==> src/rtl/cdb_result_sender.sv <==
// CDB transmit endpoint: queues (label, data) results from one functional unit and
// presents the oldest on the bus until granted. Optional macro: CDB_RESULT_SENDER_BYPASS_EN.
module cdb_result_sender #(
  parameter int DEPTH   = 4,
  parameter int DATA_W  = 32,
  parameter int LABEL_W = 4
) (
  input  logic                       clk,
  input  logic                       RST,
  input  logic                       inEN,
  input  logic [DATA_W-1:0]          inData,
  input  logic [LABEL_W-1:0]         inLabel,
  output logic                       isFull,
  output logic                       require,
  input  logic                       requireAC,
  output logic [DATA_W-1:0]          dataOut,
  output logic [LABEL_W-1:0]         labelOut,
  output logic [$clog2(DEPTH):0]     count
);

  localparam int PTR_W   = $clog2(DEPTH);
  localparam int CNT_W   = PTR_W + 1;
  localparam int ENTRY_W = LABEL_W + DATA_W;

  localparam logic [PTR_W-1:0]   PTR_ZERO   = {PTR_W{1'b0}};
  localparam logic [PTR_W-1:0]   PTR_ONE    = PTR_W'(1'b1);
  localparam logic [CNT_W-1:0]   CNT_ZERO   = {CNT_W{1'b0}};
  localparam logic [CNT_W-1:0]   CNT_ONE    = CNT_W'(1'b1);
  localparam logic [CNT_W-1:0]   CNT_DEPTH  = CNT_W'(DEPTH);
  localparam logic [LABEL_W-1:0] LABEL_ZERO = {LABEL_W{1'b0}};

  logic [ENTRY_W-1:0] mem_r [DEPTH];
  logic [PTR_W-1:0]   rdPtr_r;
  logic [PTR_W-1:0]   wrPtr_r;
  logic [CNT_W-1:0]   count_r;
  logic               full_r;

  logic               headValid_s;
  logic               validIn_s;
  logic               bypassTaken_s;
  logic               popEn_s;
  logic               pushEn_s;
  logic [CNT_W-1:0]   countNext_s;
  logic               require_s;
  logic [DATA_W-1:0]  dataOut_s;
  logic [LABEL_W-1:0] labelOut_s;

  // Handshake decode: label 0 is reserved, a grant only counts while requesting
  always_comb begin
    headValid_s   = (count_r != CNT_ZERO);
    validIn_s     = inEN && (inLabel != LABEL_ZERO);
    popEn_s       = headValid_s && requireAC;
`ifdef CDB_RESULT_SENDER_BYPASS_EN
    // an empty queue granted in the same cycle broadcasts the input directly
    bypassTaken_s = !headValid_s && validIn_s && requireAC;
`else
    bypassTaken_s = 1'b0;
`endif
    pushEn_s      = validIn_s && !bypassTaken_s && (!full_r || popEn_s);
  end

  // Occupancy update for push-only, pop-only, or both
  always_comb begin
    countNext_s = count_r;
    case ({pushEn_s, popEn_s})
      2'b10:   countNext_s = count_r + CNT_ONE;
      2'b01:   countNext_s = count_r - CNT_ONE;
      default: countNext_s = count_r;
    endcase
  end

  // Pointer, count and full-flag state
  always_ff @(posedge clk) begin
    if (RST) begin
      rdPtr_r <= PTR_ZERO;
      wrPtr_r <= PTR_ZERO;
      count_r <= CNT_ZERO;
      full_r  <= 1'b0;
    end else begin
      if (popEn_s) begin
        rdPtr_r <= rdPtr_r + PTR_ONE;
      end
      if (pushEn_s) begin
        wrPtr_r <= wrPtr_r + PTR_ONE;
      end
      count_r <= countNext_s;
      full_r  <= (countNext_s == CNT_DEPTH);
    end
  end

  // Entry storage; contents beyond count are never observed, so no reset needed
  always_ff @(posedge clk) begin
    if (!RST && pushEn_s) begin
      mem_r[wrPtr_r] <= {inLabel, inData};
    end
  end

  // Head presentation; idle cycles drive zeros onto the CDB mux
  always_comb begin
    require_s  = 1'b0;
    dataOut_s  = {DATA_W{1'b0}};
    labelOut_s = LABEL_ZERO;
    if (headValid_s) begin
      require_s               = 1'b1;
      {labelOut_s, dataOut_s} = mem_r[rdPtr_r];
    end
`ifdef CDB_RESULT_SENDER_BYPASS_EN
    else if (validIn_s) begin
      require_s  = 1'b1;
      dataOut_s  = inData;
      labelOut_s = inLabel;
    end
`endif
    else begin
      require_s  = 1'b0;
      dataOut_s  = {DATA_W{1'b0}};
      labelOut_s = LABEL_ZERO;
    end
  end

  assign require  = require_s;
  assign dataOut  = dataOut_s;
  assign labelOut = labelOut_s;
  assign isFull   = full_r;
  assign count    = count_r;

endmodule

==> config.mk <==
export PLATFORM = sky130hd
export DESIGN_NAME = cdb_result_sender
export DESIGN_NICKNAME = d
export VERILOG_FILES = /design/src/rtl/cdb_result_sender.sv
export SDC_FILE = /design/constraint.sdc
export NUM_CORES = 1
export LEC_CHECK = 0
export BUFFER_PORTS_ARGS = -buffer_cell sky130_fd_sc_hd__clkbuf_2
export CAP_MARGIN = 40
export CORE_AREA = 2 2 113 115
export CTS_BUF_LIST = sky130_fd_sc_hd__clkbuf_4 sky130_fd_sc_hd__clkbuf_8
export DETAILED_ROUTE_END_ITERATION = 8
export DIE_AREA = 0 0 115 117
export GPL_TIMING_DRIVEN = 1
export PLACE_DENSITY = 0.7
export SYNTH_ARGS = -nofsm -noshare
export SYNTH_HDL_FRONTEND = slang
export SYNTH_SLANG_ARGS = --single-unit
==> constraint.sdc <==
create_clock -name clk -period 8.6 [get_ports clk]
set_input_delay 0.86 -clock clk [delete_from_list [all_inputs] [get_ports clk]]
set_output_delay 0.86 -clock clk [all_outputs]
set_load 0.03 [all_outputs]
==> Implementation_results.wiki, run 1 <==
{| class="wikitable"
! Metric !! Value
|-
| Drt wl/cell || 18.9 um
|-
| Static leakage || 2.39 nW
|-
| Setup TNS || 0 ns
|-
| Antenna fix cells || 0
|-
| Post-CTS setup-driven buffer insertion count || 0
|-
| Weighted congestion at the end of routability-driven global placement || 0.720
|-
| Depth of the CTS H-tree || 4
|-
| Via total after detailed routing || roughly 2900
|-
| Worst-margin pin slew || 0.695 ns
|-
| Number of antenna violations at the first check in global routing || 0
|-
| Num rows || 41
|-
| First-pass GRT wire length || 16100 um
|-
| Clock edge transition at the registers on the reported setup and hold paths || approximately 0.070 ns
|-
| Highest clock frequency the design can meet || 301 MHz
|-
| Clock latency on the worst-skew pair || 0.43 ns
|-
| Setup-failing EPs final || 0
|-
| Hpwl dp || about 6300 um
|-
| Portion of synthesized cell area occupied by the leading cell type || 0.723
|-
| Clock buffer count from CTS || 17
|-
| Synth area leader || sky130_fd_sc_hd__edfxtp_1
|-
| Post-route clock skew || 0.00624 ns
|-
| Area inside the core boundary || 12300 um^2
|-
| TritonCTS Sinks || 154
|-
| Pwr Density || 316 nW/um^2
|-
| Effective utilization at floorplan || 0.486
|-
| Min-delay worst type || reg2reg
|-
| Height of the die || 117 um
|-
| Pre-Repair DR Iteration Count || 4
|-
| Req. time, crit path || 7.74 ns
|-
| RSZ-0062 raised after global routing || no
|-
| Post-synthesis cell count || 286
|-
| Die Area || 13500 um^2
|-
| Design Power || 0.00220 W
|-
| Maximum number of pins on one net before global-route repair || 38
|-
| Mapped Nets || 332
|-
| Cell at the root of the clock tree || sky130_fd_sc_hd__clkbuf_8
|-
| Share of synthesized area occupied by flip-flops and latches || 0.757
|-
| Routed vias/inst || 5.28
|-
| Antenna-violating nets left || 0
|-
| CTS tree || done
|-
| Synth Area per Inst || 20.9 um^2
|-
| Hold WS || about 0.53 ns
|-
| Worst-case vdd ir drop || 0.000280 V
|-
| Result of the run || completed
|-
| Final Max Tran Viols || 0
|-
| Top-Level Pins || 81
|-
| Arrival time of data at the critical path endpoint || about 2.5 ns
|-
| Total global-route track usage || 0.166
|-
| CTS Hold Bufs || 0
|-
| DRC violation count after routing || 0
|-
| Layout cell share with drive strength beyond 1 || 0.410
|-
| Maximum fanout along the worst path || 29
|-
| Crit start category || flip-flop
|-
| Distinct cells, synth || 29
|-
| Relative max-transition margin || 0.534
|-
| Period Utilization, post-route || 0.386
|-
| Number of gates resized after cts || 0
|-
| Area delta synth->final || 16.6%
|-
| Final WL || between 10000 and 15000 um
|-
| Synthesis Warnings || 0
|-
| Critical path capture point type || primary output
|-
| Top area cells in the synthesized netlist || sky130_fd_sc_hd__edfxtp_1, sky130_fd_sc_hd__mux4_2, sky130_fd_sc_hd__nor2b_1, sky130_fd_sc_hd__dfxtp_1, sky130_fd_sc_hd__ha_1
|-
| Initial drt markers || 128
|-
| Post-Syn Area || about 6000 um^2
|-
| Vias in the first global route || 2993
|-
| Final worst path period need || 3.32 ns
|-
| Quantity of I/O buffers inserted on ports || 80
|-
| Die boundary width || approximately 120 um
|-
| Number of synthesized register bits || 154
|-
| Max-capacitance violation count || 0
|-
| Maximum buffer depth of the clock tree || 2
|-
| Worst setup path category || reg2out
|-
| Number of filler instances in the final layout || 961
|-
| Overflow after GRT || 0
|-
| Number of endpoints with negative hold slack in the final report || 0
|-
| Total number of nets in the final design || 427
|}
[cell usage after synthesis]
cell type                    n
sky130_fd_sc_hd__o21ai_0     1
sky130_fd_sc_hd__o31ai_1     1
sky130_fd_sc_hd__edfxtp_1  144
sky130_fd_sc_hd__nor3_2      1
sky130_fd_sc_hd__nor3b_1     4
sky130_fd_sc_hd__mux2_4      1
sky130_fd_sc_hd__or3_1       1
sky130_fd_sc_hd__nand2b_1    2
sky130_fd_sc_hd__clkbuf_1    6
sky130_fd_sc_hd__o2111a_2    1
sky130_fd_sc_hd__nor2b_1    38
sky130_fd_sc_hd__or4_1       1
sky130_fd_sc_hd__buf_1       1
sky130_fd_sc_hd__inv_1       9
sky130_fd_sc_hd__xor2_1      4
sky130_fd_sc_hd__buf_4       3
sky130_fd_sc_hd__mux4_2     36
sky130_fd_sc_hd__nor2_1      6
sky130_fd_sc_hd__buf_2       2
sky130_fd_sc_hd__a211oi_1    1
sky130_fd_sc_hd__or4b_1      1
sky130_fd_sc_hd__fa_1        1
sky130_fd_sc_hd__dfxtp_1    10
sky130_fd_sc_hd__buf_6       1
sky130_fd_sc_hd__mux2i_1     2
sky130_fd_sc_hd__ha_1        5
sky130_fd_sc_hd__o311ai_0    1
sky130_fd_sc_hd__nor3_1      1
sky130_fd_sc_hd__a21oi_1     1
[worst paths after layout]
check             start           to  slack (ns)  depth (start not counted)
max reg2reg    count[0]       isFull        5.71                          9
min reg2reg  wrPtr_r[1]   wrPtr_r[1]        0.53                          2
max           flip-flop  dataOut[27]        5.28                          4
min          wrPtr_r[1]   wrPtr_r[1]        0.53                          2
[flip-flops by register name (all words and copies together) (netlist names), named ones only]
name     count
mem_r      144
count        3
rdPtr_r      2
wrPtr_r      2
isFull       1
[critical path, cell delays in order, from the launching register on]
cell and delay [ns]:
sky130_fd_sc_hd__dfxtp_2 0.50, sky130_fd_sc_hd__buf_4 0.57, sky130_fd_sc_hd__mux4_2 0.59, sky130_fd_sc_hd__nor2b_1 0.16, sky130_fd_sc_hd__clkbuf_2 0.20
[layer usage]
layer / global-route usage / share of wire / wire length (um)
met1: 0.211 / 0.42 / 4350
met2: 0.279 / 0.52 / 5320
met3: 0.0536 / 0.048 / 493
met4: 0.0482 / 0.0079 / 81
met5: 0 / 0 / 0
[report_power, final]
part	total, W	switching [W]	internal [W]
clock network	0.000491	0.000236	0.000255
registers	0.000915	0.0000434	0.000871
logic	0.000797	0.000510	0.000287
[kinds of logic after synthesis]
group / after synthesis / share of synthesized area
AOI/OAI and AO/OA: 6 / 0.00774
muxes: 39 / 0.141
DFF: 154 / 0.757
xor gates and xnor gates: 4 / 0.00586
and+or+nand+nor: 55 / 0.0571
adders and majority gates: 6 / 0.0138
buffers and inverters: 22 / 0.0174
[cell usage in the layout, fill, tap and decap left out, types with 5 or more instances in the layout]
| cell type | n |
|---|---|
| sky130_fd_sc_hd__buf_4 | 8 |
| sky130_fd_sc_hd__nor2_1 | 6 |
| sky130_fd_sc_hd__clkbuf_2 | 80 |
| sky130_fd_sc_hd__nor2b_1 | 38 |
| sky130_fd_sc_hd__inv_1 | 9 |
| sky130_fd_sc_hd__ha_1 | 5 |
| sky130_fd_sc_hd__edfxtp_1 | 144 |
| sky130_fd_sc_hd__dfxtp_1 | 8 |
| sky130_fd_sc_hd__clkbuf_8 | 17 |
| sky130_fd_sc_hd__clkinv_2 | 5 |
| sky130_fd_sc_hd__mux4_2 | 36 |
[per-stage QoR]
step	worst slack, ns	utilization	instance area (um^2)	std cells
detailed placement	5.19	0.537	6610	512
CTS	5.18	0.566	6970	543
global route	5.06	0.566	6970	543
floorplan	4.16	-	5980	286
global placement	5.28	0.534	6570	509
finish	5.28	0.566	6970	543
[final cells by class]
class,count,area [um^2],share of cell area
repair buffers,89,488,0.0700
clock buffers,19,249,0.0357
clock inverters,12,108,0.0154
multi-input cells,110,1380,0.198
inverters,9,33.8,0.00485
well taps,150,188,0.0269
flip-flops and latches,154,4530,0.649
(Power assumes the default switching activity.)
==> run 2: changes to the inputs <==
- ABC_AREA: default -> 1
- CORE_AREA: 2 2 113 115 -> 2 2 115 117
- DIE_AREA: 0 0 115 117 -> 0 0 117 119
- clock period: 8.6 -> 3.3 ns (I/O delays scaled with it)
==> Implementation_results.wiki, run 2 <==
{| class="wikitable"
! Metric !! Value
|-
| Result of the run || completed
|-
| Effective utilization at floorplan || 0.484 (-0.00180)
|-
| Top cells by instance count after synthesis || sky130_fd_sc_hd__nor2_1, sky130_fd_sc_hd__edfxtp_1, sky130_fd_sc_hd__o21ai_1, sky130_fd_sc_hd__a21oi_1, sky130_fd_sc_hd__o21ai_0
|-
| Final worst path period need || 2.80 ns
|-
| Share of synthesized area occupied by flip-flops and latches || 0.726 (-0.0304)
|-
| Clock buffer count from CTS || 17 (unchanged)
|-
| Max-capacitance violation count || 0 (unchanged)
|-
| Relative max-transition margin || 0.479 (-0.0558)
|-
| Number of antenna violations at the first check in global routing || 0 (unchanged)
|-
| Req. time, crit path || 2.97 ns (-4.77 ns)
|-
| RSZ-0062 raised after global routing || no
|-
| TritonCTS Sinks || 154 (unchanged)
|-
| Layout cell share with drive strength beyond 1 || 0.222 (-0.188)
|-
| Number of endpoints with negative hold slack in the final report || 0 (unchanged)
|-
| Overflow after GRT || 0 (unchanged)
|-
| Number of enable-type register cells in the synthesized netlist || 144 (unchanged)
|-
| Relative contribution of combinational cells to total power || 0.335 (-0.027)
|-
| Final WL || 12500 um (+22%)
|-
| Drt wl/cell || 16.3 um (-14%)
|-
| Hpwl dp || 6900 um (+10%)
|-
| Initial drt markers || 317 (+150%)
|-
| Post-synthesis cell count || 499 (+74%)
|-
| Largest register FFs || 144 (unchanged)
|-
| Maximum number of pins on one net before global-route repair || 73 (+92%)
|-
| Worst-case vdd ir drop || 0.000676 V (+140%)
|-
| Clock latency on the worst-skew pair || 0.44 ns (about the same)
|-
| Top area cells in the synthesized netlist || sky130_fd_sc_hd__edfxtp_1, sky130_fd_sc_hd__nor2_1, sky130_fd_sc_hd__o21ai_1, sky130_fd_sc_hd__a21oi_1, sky130_fd_sc_hd__dfxtp_1
|-
| Period Utilization, post-route || 0.848
|-
| Cell at the root of the clock tree || sky130_fd_sc_hd__clkbuf_8
|-
| Setup-failing EPs final || 0 (unchanged)
|-
| Post-Syn Area || 6230 um^2 (+4.2%)
|-
| Area delta synth->final || 13.8%
|-
| Final Max Tran Viols || 0 (unchanged)
|-
| Static leakage || 2.59 nW (+8.4%)
|-
| Pre-Repair DR Iteration Count || 4 (unchanged)
|-
| Portion of synthesized cell area occupied by the leading cell type || 0.694 (-0.0290)
|-
| Antenna fix cells || 0 (unchanged)
|-
| Switching component of the power || 0.00222 W (+180%)
|-
| CTS tree || done
|-
| Highest-count cells in the layout ignoring fill and taps || sky130_fd_sc_hd__nor2_1, sky130_fd_sc_hd__edfxtp_1, sky130_fd_sc_hd__clkbuf_2
|-
| Crit start category || flip-flop
|-
| Worst setup path category || reg2out
|-
| Routed vias/inst || 5.15 (-2.5%)
|-
| Cell Int Power || 0.00334 W (+140%)
|-
| Share of total power consumed by net switching || 0.399 (+0.0412)
|-
| CTS Hold Bufs || 0 (unchanged)
|-
| Height of the die || 119 um (+1.7%)
|-
| DRC violation count after routing || 0 (unchanged)
|-
| Post-layout instance count excluding filler cells || 767 (+41%)
|-
| Mapped Nets || 545 (+64%)
|-
| Most common library cell in the layout ignoring fill and taps || sky130_fd_sc_hd__nor2_1
|-
| Critical path capture point type || primary output
|-
| Clock edge transition at the registers on the reported setup and hold paths || 0.09 ns (+0.02 ns)
|-
| Post-route clock skew || 0.00700 ns (+0.000754 ns)
|-
| First-pass GRT wire length || 19600 um (+22%)
|-
| Highest clock frequency the design can meet || 357 MHz
|-
| Proportion of power drawn by flip-flops and latches || 0.420 (+0.005)
|-
| Top-Level Pins || 81 (unchanged)
|-
| Min-delay worst type || in2reg
|-
| Worst-margin pin slew || 0.782 ns (+0.0867 ns)
|-
| Via total after detailed routing || 3953 (+38%)
|-
| Total number of nets in the final design || 624 (+46%)
|-
| Die Area || 13900 um^2 (+3.5%)
|-
| Synthesis Warnings || 0 (unchanged)
|-
| Depth of the CTS H-tree || 4 (unchanged)
|-
| Number of gates resized after cts || 0 (unchanged)
|-
| Number of synthesized register bits || 154 (unchanged)
|-
| Instance count after placement with tap cells included || 735 (+44%)
|-
| Pwr Density || 785 nW/um^2 (+150%)
|-
| Num rows || 42 (+2.4%)
|-
| Post-synth ARST share || 0 (unchanged)
|-
| Area inside the core boundary || 12900 um^2 (+4.6%)
|-
| Quantity of I/O buffers inserted on ports || 80 (unchanged)
|-
| Maximum buffer depth of the clock tree || 2 (unchanged)
|-
| Die boundary width || 117 um (+1.7%)
|-
| Clock network fraction of total power || 0.245 (+0.022)
|-
| Vias in the first global route || 3829 (+28%)
|-
| Synth area leader || sky130_fd_sc_hd__edfxtp_1
|-
| Post-CTS setup-driven buffer insertion count || 0 (unchanged)
|-
| Maximum fanout along the worst path || 36 (+24%)
|-
| Distinct cells, synth || 24 (-17%)
|-
| Critical-path top delay cell || sky130_fd_sc_hd__dfxtp_2
|-
| Commonest register cell after synthesis || sky130_fd_sc_hd__edfxtp_1
|-
| Worst-path cell chain || inv_4, nor2_1, o21ai_1, a21oi_1, clkbuf_2
|-
| Synth Area per Inst || 12.5 um^2 (-40%)
|-
| Weighted congestion at the end of routability-driven global placement || 0.708 (-1.7%)
|-
| Antenna-violating nets left || 0 (unchanged)
|-
| Largest Register || mem_r
|-
| Setup TNS || 0 ns (unchanged)
|-
| Total global-route track usage || 0.190 (+0.0236)
|-
| Dominant cell by count in the synthesized netlist || sky130_fd_sc_hd__nor2_1
|-
| Max incr delay on CP || 0.80 ns (+0.21 ns)
|-
| Arrival time of data at the critical path endpoint || 2.47 ns (about the same)
|}
-- run 2: cell count changes after synthesis, sizes merged, moves of 11 or more --
cell	before	now
inv	9	20
mux4	36	0
o21ai	1	74
a21oi	1	42
nor2b	38	0
nor2	6	153
nand2	0	14
buf	7	22
-- run 2: worst max-delay path: cells and delay by family (launching register included) --
kind | cells | cell delay (ns)
DFF | 1 | 0.80
and+or+nand+nor | 1 | 0.18
AOI/OAI and AO/OA | 2 | 0.40
buffers and inverters | 2 | 0.62
-- run 2: cells by family after synthesis --
kind of cell               count (synthesis)  synth area share
AOI/OAI and AO/OA                        116            0.0932
adders and majority gates                  6            0.0133
xor gates and xnor gates                   2           0.00281
and+or+nand+nor                          175             0.112
buffers and inverters                     46            0.0526
DFF                                      154             0.726
-- run 2: power by group through the flow --
stage               registers [W]  clock network [W]  logic (W)
floorplan                 0.00235                  0    0.00147
global placement          0.00238                  0    0.00185
detailed placement        0.00238                  0    0.00188
CTS                       0.00234            0.00139    0.00188
global route              0.00235            0.00148    0.00204
finish                    0.00234            0.00136    0.00186
-- run 2: cell type report --
cell class	count	area, um^2
Inverter	20	80.1
Fill cell	1058	5790
Tap cell	176	220
Multi-Input combinational cell	299	1400
Clock buffer	17	234
Clock inverter	15	153
Timing Repair Buffer	86	470
Sequential cell	154	4530
-- run 2: worst paths after layout --
kind	startpoint	endpoint	slack, ns	depth (start not counted)
hold / removal	inData[31]	mem_r[1][31]	0.10	1
setup / recovery	flip-flop	labelOut[3]	0.50	5
setup reg to reg	count[0]	isFull	1.04	12
hold reg to reg	rdPtr_r[1]	flip-flop	0.51	2
-- run 2: per-stage QoR --
step	worst slack, ns	utilization	power (W)	area [um^2]	hold slack [ns]
floorplan	0.281	-	0.00382	6230	0.429
global placement	0.998	0.520	0.00423	6700	0.481
detailed placement	0.962	0.520	0.00426	6700	0.494
CTS	0.461	0.550	0.00562	7090	0.0714
global route	0.301	0.550	0.00587	7090	0.0743
finish	0.501	0.550	0.00556	7090	0.104
-- run 2: metal layers --
metal | global-route usage | vias up | share of wire
met5 | 0 | - | 0
met4 | 0.0625 | 0 | 0.012
met3 | 0.0494 | 12 | 0.056
met2 | 0.309 | 117 | 0.50
met1 | 0.250 | 1924 | 0.43
li1 | - | 1900 | -
==> run 3: changes to the inputs <==
- PLACE_DENSITY: 0.7 -> 0.72
- clock period: 3.3 -> 2.3 ns (I/O delays scaled with it)
==> Implementation_results.wiki, run 3 (synthesized netlist as in run 2, its figures left out) <==
{| class="wikitable"
! Metric !! Value
|-
| Worst setup slack after placement || 0.0903 ns (-0.872 ns)
|-
| Cell at the root of the clock tree || sky130_fd_sc_hd__clkbuf_8
|-
| Worst path bufs/invs || 4 (+2)
|-
| Kind of cell with the highest combined delay on the critical path || buffers and inverters
|-
| Post-layout instance count excluding filler cells || 807 (+5.2%)
|-
| Worst-path cell chain || dlygate4sd3_1, clkbuf_2, nor2_1, a21oi_1, buf_4, nand2_8, ha_1, inv_1, fa_1, nand2_1, o21ai_0, nand2_1, nor3_1
|-
| Quantity of I/O buffers inserted on ports || 80 (unchanged)
|-
| Weighted congestion at the end of routability-driven global placement || 0.785 (+11%)
|-
| Req. time, crit path || 2.66 ns (-0.31 ns)
|-
| Area delta synth->final || 21.9%
|-
| Area occupied by multi-input gates || 1430 um^2 (+2.2%)
|-
| Setup TNS || 0 ns (unchanged)
|-
| Final Max Tran Viols || 0 (unchanged)
|-
| Sequential cell area in the final layout || 4540 um^2 (+0.25%)
|-
| Number of endpoints with negative hold slack in the final report || 0 (unchanged)
|-
| Most common library cell in the layout ignoring fill and taps || sky130_fd_sc_hd__nor2_1
|-
| First-pass GRT wire length || 19900 um (+1.3%)
|-
| Min-delay worst type || in2reg
|-
| Number of antenna violations at the first check in global routing || 0 (unchanged)
|-
| Highest clock frequency the design can meet || about 460 MHz
|-
| Post-CTS setup-driven buffer insertion count || 0 (unchanged)
|-
| Antenna fix cells || 0 (unchanged)
|-
| Pre-Repair DR Iteration Count || 5 (+1)
|-
| Setup-failing EPs final || 0 (unchanged)
|-
| TritonCTS Sinks || 154 (unchanged)
|-
| Worst-margin pin slew || 0.481 ns (-0.301 ns)
|-
| Dominant cell type by count on the critical path || sky130_fd_sc_hd__nand2_1
|-
| Largest Register || mem_r
|-
| Maximum number of pins on one net before global-route repair || 53 (-27%)
|-
| Period Utilization, post-route || 0.935
|-
| Depth of the CTS H-tree || 4 (unchanged)
|-
| Via total after detailed routing || 4063 (+2.8%)
|-
| Largest register FFs || 144 (unchanged)
|-
| Clock edge transition at the registers on the reported setup and hold paths || 0.08 ns (about the same)
|-
| Die Area || 13900 um^2 (unchanged)
|-
| Critical-path top delay cell || sky130_fd_sc_hd__dlygate4sd3_1
|-
| Vias in the first global route || 4126 (+7.8%)
|-
| Static leakage || 2.82 nW (+8.8%)
|-
| Effective utilization at floorplan || 0.484 (unchanged)
|-
| Overflow after GRT || 0 (unchanged)
|-
| Critical path capture point type || flip-flop
|-
| DRC violation count after routing || 0 (unchanged)
|-
| Max incr delay on CP || 0.53 ns (-0.27 ns)
|-
| Worst-case vdd ir drop || 0.000543 V (-20%)
|-
| Maximum buffer depth of the clock tree || 2 (unchanged)
|-
| Design Power || 0.00839 W (+51%)
|-
| Arrival time of data at the critical path endpoint || 2.51 ns (+0.04 ns)
|-
| Final WL || 12800 um (+2.4%)
|-
| Maximum fanout along the worst path || 5 (-86%)
|-
| Routed vias/inst || 5.03 (-2.3%)
|-
| Final worst path period need || 2.15 ns
|-
| Antenna-violating nets left || 0 (unchanged)
|-
| Area inside the core boundary || 12900 um^2 (unchanged)
|-
| Relative max-transition margin || 0.680 (+0.201)
|-
| Highest-count cells in the layout ignoring fill and taps || sky130_fd_sc_hd__nor2_1, sky130_fd_sc_hd__edfxtp_1, sky130_fd_sc_hd__clkbuf_2
|-
| Clock latency on the worst-skew pair || 0.45 ns (about the same)
|-
| Number of filler instances in the final layout || 1004 (-5.1%)
|-
| Top-Level Pins || 81 (unchanged)
|-
| Max-capacitance violation count || 0 (unchanged)
|-
| Hold WS || 0.0364 ns (-0.0672 ns)
|-
| Layout cell share with drive strength beyond 1 || 0.222 (about the same)
|-
| Pwr Density || 1110 nW/um^2 (+41%)
|-
| Crit start category || input pin
|-
| Drt wl/cell || 15.8 um (-2.7%)
|-
| Die boundary width || 117 um (unchanged)
|-
| Num rows || 42 (unchanged)
|-
| Post-route clock skew || 0.0118 ns (+0.00481 ns)
|-
| Clock buffer count from CTS || 17 (unchanged)
|-
| Total global-route track usage || 0.192 (+0.00234)
|-
| CTS tree || done
|-
| Result of the run || completed
|-
| Height of the die || 119 um (unchanged)
|-
| Total number of nets in the final design || 664 (+6.4%)
|-
| Hpwl dp || 7410 um (+7.4%)
|-
| Instance count after placement with tap cells included || 742 (+0.95%)
|-
| Worst Setup Slack, final || 0.148 ns (-0.353 ns)
|-
| Initial drt markers || 248 (-22%)
|-
| RSZ-0062 raised after global routing || no
|-
| Worst setup path category || in2reg
|}
[run 3: changes by cell type in the layout (fill, tap and decap cells not counted), sizes merged]
cell         previous run  this run
dlygate4sd3             0        33
buf                     6        13
inv                    28        21
clkinv                  2         8
bufinv                  1         4
clkinvlp                4         2
[run 3: through the flow]
stage | cell area [um^2] | util
after floorplan | 6280 | -
final | 7590 | 0.590
after detailed placement | 6800 | 0.528
after CTS | 7560 | 0.587
after global routing | 7590 | 0.590
after global placement | 6800 | 0.528
[run 3: final cells by class]
class | count | share of cell area
Clock buffer | 17 | 0.0308
Clock inverter | 15 | 0.0264
Inverter | 20 | 0.0105
Multi-Input combinational cell | 299 | 0.189
Sequential cell | 154 | 0.598
Tap cell | 176 | 0.0290
Timing Repair Buffer | 126 | 0.117
[run 3: report_power, final]
group / switching, W / internal [W]
clock: 0.00100 / 0.00118
sequential: 0.0000717 / 0.00323
combinational: 0.00209 / 0.000820
total: 0.00316 / 0.00523
[run 3: worst paths after layout]
| kind | from | endpoint | slack [ns] | cells past startpoint |
|---|---|---|---|---|
| worst min-delay path | inData[18] | mem_r[2][18] | 0.04 | 1 |
| worst max-delay path | inLabel[1] | isFull | 0.15 | 13 |
| worst max register to register | count[0] | isFull | 0.18 | 12 |
| worst min register to register | rdPtr_r[0] | rdPtr_r[0] | 0.52 | 2 |
[run 3: what timing repair did]
action | in CTS | in global routing
gates cloned | 0 | 0
setup endpoints to repair | 4 | 9
endpoints found under the hold margin | 121 | 3
gates resized for setup | 1 | 5
hold buffers | 32 | 1
[run 3: metal layers]
metal / GRT usage / routed length [um]
met5: 0 / 0
met2: 0.318 / 6690
met1: 0.233 / 5270
met4: 0.0890 / 164
met3: 0.0524 / 656
